File: src/rtl/vlc_bit_packer.sv
// Packs right-aligned variable-length codewords MSB-first into 32-bit words,
// with a flush sequence that drains full words and a zero-padded tail word.
module vlc_bit_packer (
  input  logic        clk,
  input  logic        reset_n,
  input  logic        in_valid,
  output logic        in_ready,
  input  logic [31:0] in_code,
  input  logic [5:0]  in_len,
  input  logic        flush,
  output logic        out_valid,
  input  logic        out_ready,
  output logic [31:0] out_word,
  output logic        out_last,
  output logic        flush_done,
  output logic [15:0] word_count
);

  typedef enum logic [1:0] {PACK, DRAIN, DONE} state_t;

  state_t      state, state_next;
  logic [63:0] acc, acc_next, acc_base;
  logic [6:0]  fill, fill_next, fill_base, shamt;
  logic [5:0]  len_eff;
  logic [31:0] code_masked;
  logic        in_fire, out_fire;

  assign in_ready   = (state == PACK) && (fill <= 7'd32);
  assign out_valid  = (fill >= 7'd32) || ((state == DRAIN) && (fill != 7'd0));
  assign out_word   = acc[63:32];
  assign out_last   = (state == DRAIN) && (fill != 7'd0) && (fill <= 7'd32);
  assign flush_done = (state == DONE);
  assign in_fire    = in_valid && in_ready;
  assign out_fire   = out_valid && out_ready;

  always_comb begin
    len_eff     = (in_len > 6'd32) ? 6'd32 : in_len;
    code_masked = '0;
    if (len_eff != 6'd0)
      code_masked = in_code & (32'hFFFF_FFFF >> (6'd32 - len_eff));
  end

  // Accumulator is MSB-aligned: the pop is applied first, then the new
  // codeword is placed directly below the surviving bits.
  always_comb begin
    state_next = state;
    acc_base   = acc;
    fill_base  = fill;
    if (out_fire) begin
      acc_base  = acc << 32;
      fill_base = (fill >= 7'd32) ? (fill - 7'd32) : '0;
    end
    shamt     = 7'd64 - fill_base - {1'b0, len_eff};
    acc_next  = acc_base;
    fill_next = fill_base;
    if (in_fire) begin
      acc_next  = acc_base | ({32'h0, code_masked} << shamt);
      fill_next = fill_base + {1'b0, len_eff};
    end
    case (state)
      PACK:    if (flush) state_next = DRAIN;
      DRAIN:   if ((fill == 7'd0) || (out_fire && out_last)) state_next = DONE;
      DONE: begin
        state_next = PACK;
        acc_next   = '0;
        fill_next  = '0;
      end
      default: state_next = PACK;
    endcase
  end

  always_ff @(posedge clk or negedge reset_n) begin
    if (!reset_n) begin
      state      <= PACK;
      acc        <= '0;
      fill       <= '0;
      word_count <= '0;
    end else begin
      state <= state_next;
      acc   <= acc_next;
      fill  <= fill_next;
      if (out_fire) word_count <= word_count + 16'd1;
    end
  end

endmodule
File: config.mk
export PLATFORM = sky130hd
export DESIGN_NAME = vlc_bit_packer
export DESIGN_NICKNAME = d
export VERILOG_FILES = /design/src/rtl/vlc_bit_packer.sv
export SDC_FILE = /design/constraint.sdc
export NUM_CORES = 1
export LEC_CHECK = 0
export ABC_AREA = 0
export BUFFER_PORTS_ARGS = -buffer_cell sky130_fd_sc_hd__clkbuf_2
export CORE_MARGIN = 2
export CORE_UTILIZATION = 54
export DETAILED_ROUTE_END_ITERATION = 8
export PLACE_DENSITY = 0.83
export SYNTH_ARGS = -nofsm -noshare
export SYNTH_HDL_FRONTEND = slang
export SYNTH_SLANG_ARGS = --single-unit
File: constraint.sdc
create_clock -name clk -period 5.7 [get_ports clk]
set_clock_uncertainty 0.2 [all_clocks]
set_input_delay 0.855 -clock clk [delete_from_list [all_inputs] [get_ports clk]]
set_output_delay 0.855 -clock clk [all_outputs]
set_load 0.05 [all_outputs]
# Word level (Yosys, flattened, before mapping)
# Index checks and enable logic that the tools add are counted.
dict set report op_classes {
  bitwise_logic 2
  reduce_logical 13
  n_addsub 6
  magnitude_cmp 3
  eq_ne 4
  n_shift 2
  mux 12
}
# operator n
set op_table {}
lappend op_table {{two-way mux 64 bit} 3}
lappend op_table {{bitwise OR 64 bit} 1}
lappend op_table {{left shift 32 x 7 -> 64 bit} 1}
lappend op_table {{bitwise AND 32 bit} 1}
lappend op_table {{two-way mux 32 bit} 1}
lappend op_table {{right shift 32 x 6 -> 32 bit (first input constant)} 1}
lappend op_table {{two-way mux 7 bit} 4}
lappend op_table {{adder 16 x 1 -> 16 bit (second input constant)} 1}
lappend op_table {{adder 7 x 6 -> 7 bit} 1}
lappend op_table {{>= comparator 7 x 6 -> 1 bit (second input constant)} 1}
lappend op_table {{<= comparator 7 x 6 -> 1 bit (second input constant)} 1}
lappend op_table {{logical NOT 7 bit} 1}
lappend op_table {{nonzero test 7 bit} 1}
lappend op_table {{subtractor 7 x 6 -> 7 bit} 1}
lappend op_table {{subtractor 7 x 6 -> 7 bit (second input constant)} 1}
lappend op_table {{subtractor 7 bit (first input constant)} 1}
lappend op_table {{greater-than comparator 6 bit (second input constant)} 1}
lappend op_table {{logical AND 1 bit} 6}
lappend op_table {{two-way mux 6 bit} 1}
lappend op_table {{nonzero test 6 bit} 1}
lappend op_table {{subtractor 6 bit (first input constant)} 1}
lappend op_table {{two-way mux 2 bit} 2}
lappend op_table {{one-hot mux 2 bit (2 select lines)} 1}
lappend op_table {{equality test 2 x 1 -> 1 bit (second input constant)} 1}
lappend op_table {{6 further kinds} 7}
dict set report word_totals {
  ff_bits 89
  out_inout_bits 52
  input_bits 43
  word_cells 46
}

# Longest topological paths before layout
# Gate-level depths: netlist of the first run.
dict set report depth {
  ltp_word 11
  ltp_mapped 23
  ltp_nobuf 19
}

# Worst setup path before layout of the first run
# OpenSTA, ideal clock, no wires.
dict set report synth_path {
  path_type {reg2reg}
  start {reg fill[6]}
  end {reg acc[61]}
  t_required_ns 5.401
  path_slack_ns -0.470
  setup_time_ns 0.099
  arrival_time_ns 5.871
  path_stages_with_launch 23
  path_buffers 4
  period_less_slack_ns 6.170
  cell_sequence {dfrtp_1 > or4_1 > nor3_2 > o21ai_0 > and2_1 > buf_2 > buf_1 > nand2_1 > and2_1 > ha_1 > inv_1 > ha_1 > inv_1 > fa_1 > clkbuf_1 > inv_2 > clkbuf_1 > nand2_1 > o21a_1 > mux2_2 > a22oi_1 > mux2i_1 > a311oi_1}
}
dict set report synth_between {
  elab_chain_cells 11
  word_cells_on_any_way 18
  cone_classes {add/sub: 3; order compare: 2; shift: 1; mux: 5; bitwise: 1; reduce/logical: 6}
}
# element line_no
set synth_lines {}
lappend synth_lines {{from (decl)} 23} ;# logic [6:0] fill, fill_next, fill_base, shamt;
lappend synth_lines {{from (signal assigned)} 81} ;# fill <= fill_next;
lappend synth_lines {{branches (longest 2 deep; another with >= comparator 7 x 6 -> 1 bit)} -}
lappend synth_lines {{logical OR 1 bit *} 29} ;# assign out_valid = (fill >= 7'd32) || ((state == DRAIN) && (fill != 7'd0));
lappend synth_lines {{via out_valid} 11} ;# output logic out_valid,
lappend synth_lines {{logical AND 1 bit *} 34} ;# assign out_fire = out_valid && out_ready;
lappend synth_lines {{two-way mux 7 bit} 49} ;# if (out_fire) begin
lappend synth_lines {{subtractor 7 bit} 53} ;# shamt = 7'd64 - fill_base - {1'b0, len_eff};
lappend synth_lines {{subtractor 7 x 6 -> 7 bit} 53}
lappend synth_lines {{left shift 32 x 7 -> 64 bit} 57} ;# acc_next = acc_base | ({32'h0, code_masked} << shamt);
lappend synth_lines {{bitwise OR 64 bit} 57}
lappend synth_lines {{two-way mux 64 bit *} 56} ;# if (in_fire) begin
lappend synth_lines {{two-way mux 64 bit *} 60} ;# case (state)
lappend synth_lines {{via acc_next[61]} 22} ;# logic [63:0] acc, acc_next, acc_base;
lappend synth_lines {{to (signal assigned)} 80} ;# acc <= acc_next;
lappend synth_lines {{to (decl)} 22}
# Mark *: on every way through the listed nets, which the timed path passes.
# A chain may end at the register's enable or synchronous reset.

# Worst setup path in the final report of the first run
dict set report layout_path {
  start {reg fill[6]}
  end {reg acc[35]}
}
dict set report layout_between {
  elab_chain_cells 11
  word_cells_on_any_way 18
  cone_classes {add/sub: 3; order compare: 2; shift: 1; mux: 5; bitwise: 1; reduce/logical: 6}
}
# element line_no
set layout_lines {}
lappend layout_lines {{branches (longest 9 deep; another with subtractor 7 x 6 -> 7 bit)} -}
lappend layout_lines {{two-way mux 64 bit *} 56}
lappend layout_lines {{two-way mux 64 bit *} 60}
lappend layout_lines {{via acc_next[35]} 22}
# Marks and branches as above.

==> metrics.yaml, run 1 <==
timing:
  finalHoldViolCount: 0
  max_freq_ghz: 0.186
  setup_violations: 0
  tightest_slew_ns: 1.04
  final_max_slew_viol_count: 0
  min_period_ns: 5.38
  max_slew_margin: 0.304
  rsz0062_at_grt: "false"
  setup-tns-final_ns: 0
  period_share: 0.944
clock_network:
  clk_pin_slew_ns: 0.07
  cts_max_path_buffers: 2
  clock-sinks: 89
  htreeDepth: 3
  cts_tree: "yes"
  clk_latency_ns: 0.35
  cts_root_buf: "clkbuf_16"
  cts_buffers: 9
  ctsHoldBuffers: 0
grt:
  first_global_vias: 7622
  grt_max_degree: 55
  grt_pass1_wl_mm: 40.7
  grt_usage: 0.315
  grt_overflow_total: 0
  antenna_found_initial: 0
layout:
  fin_cells: 1234
  drive_gt1_frac: 0.174
  area_growth_pct: 8.98
  post-route-util: 0.605
  nFillCells: 1299
  final_nets: 1109
  n_antenna_cell: 0
place:
  dp_hpwl_mm: 18.9
  place_congestion: 1.05
  portBuffers: 94
  post-place-cells: 1218
setup_path:
  cpMaxStageDelayCell: "nor3_1"
  critPathLaunchType: "flip-flop"
  crit_buf_inv: 0
  r2r-start: "fill[6]$_DFF_PN0_"
  path_cells: "or4_1 -> nor3_2 -> o21ai_2 -> and2_2 -> nand2_1 -> and2_1 -> ha_1 -> ha_1 -> o21a_1 -> o31a_1 -> o21a_1 -> or3_1 -> a21o_1 -> nor3_1 -> a21oi_1 -> o21ai_0 -> and3_1"
  crit_arrival_ns: 5.46
  cp.required_ns: 5.78
  critical-path-top-delay-family: "simple AND/OR/NAND/NOR gates"
  worst_path_largest_cell_delay_ns: 0.64
  cp-end-kind: "flip-flop"
  cp_max_fo: 8
  cp-startpoint: "fill[6]$_DFF_PN0_"
  crit_type: "reg2reg"
synth:
  ys_seq_area_frac: 0.275
  synthFlopType: "dfrtp_1"
  yosys_warnings: 0
  syn_inst: 1019
  syn-num-nets: 1083
  synth.distinct_cells: 82
  syn_area_per_cell_sq_um: 7.95
  synth_edf_count: 0
  yosys_register_bits: 89
  synth-async-reset-ratio: 1.00
  synth_area_sq_um: 8110
route:
  vias: 8389
  drt_iter0_markers: 1242
  ant_nets: 0
  drt-wirelength-per-cell_um: 20.7
  via_per_inst: 6.80
  drc: 0
  wl_mm: 25.6
  first_pass_iters: 6
die:
  rows: 44
  fp.dieW_um: 127
  start_util: 0.556
  core_sq_um: 14600
  die_y_um: 127
  dieArea_sq_um: 16000
  io_pins: 95
flow_run:
  drv_cap: 0
hold_path:
  min_path_type: "in2async"
outcome:
  status: "finished clean"
==> final timing paths <==
path,end,depth (start not counted),slack (ns)
min in group clk,word_count[15]$_DFFE_PN0N_,1,0.27
hold / removal,fill[0]$_DFF_PN0_,1,0.27
max in group asynchronous,acc[17]$_DFF_PN0_,2,3.97
setup reg to reg,acc[35]$_DFF_PN0_,17,0.32
setup / recovery,acc[35]$_DFF_PN0_,17,0.32
hold reg to reg,word_count[15]$_DFFE_PN0N_,1,0.27
==> layout make-up <==
cell class | instances | area, sq um | share of cell area
multi-input cells | 792 | 5280 | 0.598
flip-flops and latches | 89 | 2230 | 0.252
repair buffers | 122 | 683 | 0.0773
well taps | 184 | 230 | 0.0261
clock buffers | 9 | 225 | 0.0255
inverters | 31 | 116 | 0.0132
clock inverters | 7 | 70.1 | 0.00793
==> per-stage QoR <==
stage	setup slack, ns	hold WS, ns	cell area [sq um]
2_1_floorplan	0.185	0.250	8110
3_3_place_gp	0.471	0.260	8530
3_5_place_dp	0.392	0.265	8530
4_1_cts	0.353	0.276	8820
5_1_grt	0.0350	0.292	8830
6_report	0.316	0.269	8830
==> per-layer routing <==
metal | GRT usage | wire [um]
met3 | 0.0557 | 2770
met5 | 0 | 0
met2 | 0.483 | 11300
met4 | 0.137 | 1080
met1 | 0.439 | 10400
==> synthesized netlist by cell type (all sizes together) (8+ instances only) <==
library cell | n | area (sq um)
o31ai | 8 | 60.1
and2 | 11 | 71.3
o21a | 14 | 105
buf | 51 | 328
a311oi | 10 | 87.6
nand3 | 24 | 120
ha | 18 | 225
and3 | 14 | 87.6
nand2b | 13 | 81.3
o311ai | 8 | 70.1
o211ai | 13 | 97.6
mux2 | 12 | 135
a22oi | 15 | 113
a21oi | 60 | 308
nor2b | 12 | 75.1
o211a | 9 | 90.1
xor2 | 8 | 70.1
or2 | 8 | 50.1
nor3 | 28 | 145
xnor2 | 16 | 140
dfrtp | 89 | 2230
nand2 | 128 | 480
a31oi | 14 | 87.6
mux2i | 56 | 561
a211oi | 16 | 135
o21ai | 45 | 225
a21o | 8 | 60.1
nor2 | 83 | 312
o22ai | 10 | 62.6
clkbuf | 56 | 210
inv | 30 | 113
==> registers in the layout (all words and copies together), names as in the netlist <==
name        flops
acc            64
word_count     16
fill            7
state           2
==> worst reg2reg max path: stages (launching register included) <==
cell,delay [ns]
dfrtp_1,0.43
or4_1,0.50
nor3_2,0.32
o21ai_2,0.13
and2_2,0.21
nand2_1,0.13
and2_1,0.22
ha_1,0.27
ha_1,0.41
o21a_1,0.22
o31a_1,0.13
o21a_1,0.19
or3_1,0.41
a21o_1,0.35
nor3_1,0.64
a21oi_1,0.17
o21ai_0,0.17
and3_1,0.19
==> placed cells by master (no fill, tap or decap), types with 12 or more instances in the layout <==
| cell | n |
|---|---|
| nand2_1 | 127 |
| clkbuf_2 | 93 |
| dfrtp_1 | 89 |
| nor2_1 | 82 |
| a21oi_1 | 57 |
| mux2i_1 | 56 |
| o21ai_0 | 43 |
| inv_1 | 29 |
| buf_4 | 29 |
| nor3_1 | 27 |
| nand3_1 | 24 |
| ha_1 | 18 |
| a22oi_1 | 15 |
| xnor2_1 | 15 |
| o21a_1 | 14 |
| and3_1 | 14 |
| a31oi_1 | 14 |
| nand2b_1 | 13 |
| o211ai_1 | 13 |
| a211oi_1 | 13 |
| nor2b_1 | 12 |
| mux2_2 | 12 |
==> repair_timing <==
| action | CTS | global route |
|---|---|---|
| setup endpoints to repair | 0 | 11 |
| setup buffers | 0 | 0 |
| resized for setup | 0 | 3 |
==> logic make-up after synthesis <==
kind of cell             synth area share
flip-flops                          0.275
AND/OR/NAND/NOR                     0.211
AO/OA/AOI/OAI                       0.281
adder cells (fa/ha/maj)            0.0352
XOR/XNOR                           0.0259
multiplexers                       0.0914
buffers and inverters              0.0807
Power of run 1 is not shown: default switching activity piles up to over one toggle a cycle in this logic, so the estimate is an artifact.
==> run 2, diff against run 1 <==
- CORE_ASPECT_RATIO: default -> 1.25
- SKIP_LAST_GASP: default -> 1
==> run 2 against run 1 <==
Effect of this change:
- setup slack got worse by 0.082 ns
- routed wire length rose by 5.2%
- register-to-register slack got worse by 0.08 ns
- non-clock buffer count rose by 7
- count of clock-buffer cells in the layout did not move
- flip-flop and latch count did not move
- first-iteration DRC count fell by 26%
- critical path depth did not move
- die area barely moved
- maximum frequency fell by 1.5%
- global-route usage rose by 1.5 points
==> metrics.yaml, run 2 (same netlist as run 1, synthesis figures left out) <==
route:
  ant_nets: 0
  drt-wirelength-per-cell_um: 21.7
  drt_iter0_markers: 917
  first_pass_iters: 7
  drc: 0
  wl_mm: 26.9
  via_per_inst: 6.85
  vias: 8493
clock_network:
  cts_root_buf: "clkbuf_16"
  cts_buffers: 9
  htreeDepth: 3
  clk_latency_ns: 0.36
  cts.repair.resized: 0
  cts_max_path_buffers: 2
  clk_pin_slew_ns: 0.08
  cts_tree: "yes"
  clock-sinks: 89
setup_path:
  cp_max_fo: 9
  crit_type: "reg2reg"
  cp-startpoint: "fill[6]$_DFF_PN0_"
  cp-end-kind: "flip-flop"
  r2r-start: "fill[6]$_DFF_PN0_"
  crit_arrival_ns: 5.51
  critPathLaunchType: "flip-flop"
  cp.required_ns: 5.74
place:
  pre_cts_ws_ns: 0.450
  place_congestion: 1.04
  portBuffers: 94
  dp_hpwl_mm: 19.7
grt:
  grt_util_met2: 0.536
  top_usage_layer: "met2"
  grt_usage: 0.330
  grtUsageMet1: 0.425
  grt_overflow_total: 0
  met3_usage: 0.0542
  antenna_found_initial: 0
  first_global_vias: 7840
  grt_pass1_wl_mm: 42.1
  grt_max_degree: 66
hold_path:
  min_path_type: "in2async"
timing:
  period_share: 0.959
  max_freq_ghz: 0.183
  finalWorstSetupSlack_ns: 0.234
  final_max_slew_viol_count: 0
  setup-tns-final_ns: 0
  setup_violations: 0
  min_period_ns: 5.47
  rsz0062_at_grt: "false"
  finalHoldViolCount: 0
  tightest_slew_ns: 1.03
  max_slew_margin: 0.310
die:
  start_util: 0.547
  dieArea_sq_um: 16000
  rows: 50
  core_sq_um: 14800
  fp.dieW_um: 114
  die_y_um: 141
  io_pins: 95
layout:
  nFillCells: 1360
  final_nets: 1117
  layout_commonest_cell: "nand2_1"
  largest_reg_flops: 64
  n_antenna_cell: 0
  multi_input_area_sq_um: 5290
  area_growth_pct: 9.73
  largestRegisters: "acc: 64 flops, word_count: 16 flops, fill: 7 flops"
  regMostFlops: "acc"
  drive_gt1_frac: 0.179
  final_cell_mix: "nand2_1 (128), clkbuf_2 (93), dfrtp_1 (89)"
  ff_latch_area_sq_um: 2230
flow_run:
  drv_cap: 0
outcome:
  status: "finished clean"
run 2: final cells by class:
class	instances	share of cell area
Multi-Input combinational cell	793	0.594
Sequential cell	89	0.250
Timing Repair Buffer	129	0.0827
Tap cell	182	0.0256
Clock buffer	9	0.0253
Inverter	31	0.0131
Clock inverter	7	0.00858
run 2: path summary, 6_finish.rpt:
check                                             end  slack, ns  depth (start not counted)
max in group asynchronous           acc[18]$_DFF_PN0_       3.95                          2
hold / removal                      acc[49]$_DFF_PN0_       0.21                          1
setup reg to reg                    acc[46]$_DFF_PN0_       0.23                         17
min in group clk           word_count[15]$_DFFE_PN0N_       0.28                          1
hold reg to reg            word_count[15]$_DFFE_PN0N_       0.28                          1
setup / recovery                    acc[46]$_DFF_PN0_       0.23                         17
run 2: metal layers:
| layer | wire (um) | vias up |
|---|---|---|
| li1 | - | 3797 |
| met1 | 10400 | 3985 |
| met2 | 12500 | 585 |
| met3 | 2630 | 126 |
| met4 | 1330 | 0 |
| met5 | 0 | - |
run 2: what timing repair did:
item                       in CTS  in global routing
setup buffers                   0                  0
hold buffers                    0                  0
setup endpoints to repair       0                  2
run 2: metrics by stage:
stage / util / instances / instance area (sq um) / hold WS (ns)
final: 0.600 / 1240 / 8890 / 0.209
after floorplan: - / 1019 / 8110 / 0.250
after global placement: 0.578 / 1223 / 8580 / 0.260
after detailed placement: 0.578 / 1223 / 8580 / 0.270
after CTS: 0.599 / 1239 / 8880 / 0.207
after global routing: 0.600 / 1240 / 8890 / 0.226
run 2: worst max-delay path, cell delays in order, from the launching register on:
cell and delay (ns):
dfrtp_1 0.43, or4_1 0.52, nor3_2 0.34, o21ai_2 0.13, and2_2 0.21, nand2_1 0.12, and2_1 0.22, ha_1 0.29
ha_1 0.48, o21a_1 0.26, o31a_1 0.14, o21a_1 0.18, or3_1 0.38, a21oi_2 0.39, nand2_1 0.35, nor3_1 0.29
nor3_1 0.09, a311oi_1 0.31
Power of run 2 is left out for the same reason.
==> run 3, diff against run 2 <==
==> constraint.sdc (replaced) <==
create_clock -name clk -period 5.7 [get_ports clk]
set_clock_uncertainty 0.2 [all_clocks]
set_input_delay 0 -clock clk [delete_from_list [all_inputs] [get_ports clk]]
set_output_delay 0 -clock clk [all_outputs]
set_load 0.05 [all_outputs]
==> run 3 against run 2 <==
Effect of this change:
- final area hardly changed
- maximum frequency is 2.4% higher
- register-to-register slack better by 0.13 ns
- sequential share of layout area hardly changed
- global-route usage is 0.71 points lower
- hold slack worse by 0.10 ns
- first-iteration DRC count is 21% lower
- die area stayed put
- flip-flop and latch count stayed put
- via count is 2.4% lower
- cell count is 0.24% lower
- count of clock-buffer cells in the layout stayed put
- critical path type unchanged
- critical endpoint is now acc[63]$_DFF_PN0_
- highest routed layer unchanged
==> metrics.yaml, run 3 (same netlist as run 1, synthesis figures left out) <==
setup_path:
  cp_common_cell: "nand2_1"
  cp.required_ns: 5.75
  cp_max_fo: 35
  crit_buf_inv: 4
  cp-end-kind: "flip-flop"
  cpMaxStageDelayCell: "or4_1"
  path_cells: "or4_1 -> nor3_2 -> o21ai_2 -> and2_2 -> nand2_1 -> and2_1 -> ha_1 -> inv_1 -> ha_1 -> inv_1 -> fa_1 -> buf_4 -> inv_2 -> nand2_1 -> o22ai_1 -> mux2i_1 -> mux2i_1 -> nand2_1 -> a221oi_1"
  critPathLaunchType: "flip-flop"
  worst_path_largest_cell_delay_ns: 0.51
  crit_arrival_ns: 5.39
  critical-path-top-delay-family: "simple AND/OR/NAND/NOR gates"
  crit_type: "reg2reg"
layout:
  largestRegisters: "acc: 64 flops, word_count: 16 flops, fill: 7 flops"
  area_growth_pct: 9.65
  drive_gt1_frac: 0.172
  final_cell_mix: "nand2_1 (128), clkbuf_2 (93), dfrtp_1 (89)"
  n_antenna_cell: 0
  layout_commonest_cell: "nand2_1"
  final_nets: 1114
  largest_reg_flops: 64
  final_area_sq_um: 8890
  nFillCells: 1362
  fin_cells: 1237
  regMostFlops: "acc"
timing:
  rsz0062_at_grt: "false"
  setup-tns-final_ns: 0
  setup_violations: 0
  period_share: 0.936
  min_period_ns: 5.34
  finalHoldViolCount: 0
  tightest_slew_ns: 1.02
  finalWorstSetupSlack_ns: 0.363
  max_freq_ghz: 0.187
  max_slew_margin: 0.319
  final_max_slew_viol_count: 0
grt:
  grt_pass1_wl_mm: 41.7
  grt_max_degree: 79
  grt_overflow_total: 0
  antenna_found_initial: 0
  grt_usage: 0.323
  first_global_vias: 7889
route:
  drt_iter0_markers: 723
  vias: 8292
  first_pass_iters: 7
  ant_nets: 0
  wl_mm: 25.9
  via_per_inst: 6.70
  drt-wirelength-per-cell_um: 21.0
  drc: 0
clock_network:
  cts_root_buf: "clkbuf_16"
  postCtsSetupBuffers: 0
  htreeDepth: 3
  clk_pin_slew_ns: 0.08
  cts_max_path_buffers: 2
  cts_tree: "yes"
  clock-sinks: 89
  cts_buffers: 9
  clk_latency_ns: 0.35
die:
  rows: 50
  start_util: 0.547
  fp.dieW_um: 114
  die_y_um: 141
  io_pins: 95
  dieArea_sq_um: 16000
  core_sq_um: 14800
place:
  pre_cts_ws_ns: 0.443
  dp_hpwl_mm: 19.4
  post-place-cells: 1216
  place_congestion: 1.01
  portBuffers: 94
  place_area_sq_um: 8540
outcome:
  status: "finished clean"
flow_run:
  drv_cap: 0
hold_path:
  min_path_type: "in2reg"
==> run 3: changes by cell type in the layout (fill, tap and decap cells not counted) <==
cell | before | now
xor2_2 | 2 | 1
dlygate4sd3_1 | 0 | 5
buf_4 | 36 | 28
buf_12 | 0 | 1
==> run 3: repair_timing <==
item	in CTS	in global routing
endpoints found under the setup margin	0	0
hold endpoints to repair	92	0
gates resized for setup	0	0
hold buffers	5	0
==> run 3: worst register-to-register path, cell delays in order, from the launching register on <==
cell	delay, ns
dfrtp_1	0.43
or4_1	0.51
nor3_2	0.33
o21ai_2	0.13
and2_2	0.22
nand2_1	0.12
and2_1	0.20
ha_1	0.26
inv_1	0.06
ha_1	0.14
inv_1	0.05
fa_1	0.45
buf_4	0.25
inv_2	0.32
nand2_1	0.18
o22ai_1	0.30
mux2i_1	0.15
mux2i_1	0.49
nand2_1	0.14
a221oi_1	0.29
==> run 3: area by class of cell <==
cell class                      count  area, sq um  share of cell area
Clock buffer                        9          225              0.0253
Tap cell                          182          228              0.0256
Sequential cell                    89         2230               0.251
Multi-Input combinational cell    792         5270               0.593
Clock inverter                      7         76.3             0.00859
Timing Repair Buffer              127          746              0.0839
Inverter                           31          116              0.0131
==> run 3: worst paths after layout <==
kind | to | cells past startpoint | slack, ns | startpoint
setup / recovery | acc[63]$_DFF_PN0_ | 19 | 0.36 | fill[6]$_DFF_PN0_
hold / removal | fill[5]$_DFF_PN0_ | 3 | 0.11 | in_valid
setup reg to reg | acc[63]$_DFF_PN0_ | 19 | 0.36 | fill[6]$_DFF_PN0_
hold reg to reg | acc[26]$_DFF_PN0_ | 2 | 0.28 | acc[26]$_DFF_PN0_
max in group asynchronous | acc[18]$_DFF_PN0_ | 3 | 4.41 | reset_n
min in group asynchronous | acc[22]$_DFF_PN0_ | 3 | 0.24 | reset_n
==> run 3: stage by stage <==
stage               utilization  hold WS (ns)
CTS                       0.599         0.104
global placement          0.576        -0.353
finish                    0.599         0.108
floorplan                     -        -0.496
global route              0.599         0.164
detailed placement        0.576        -0.352
==> run 3: metal layers <==
layer | up-vias | track usage | part of all wire
li1 | 3802 | - | -
met1 | 3877 | 0.425 | 0.40
met2 | 497 | 0.512 | 0.46
met3 | 116 | 0.0456 | 0.084
met4 | 0 | 0.176 | 0.055
met5 | - | 0 | 0
Power of run 3 is left out for the same reason.
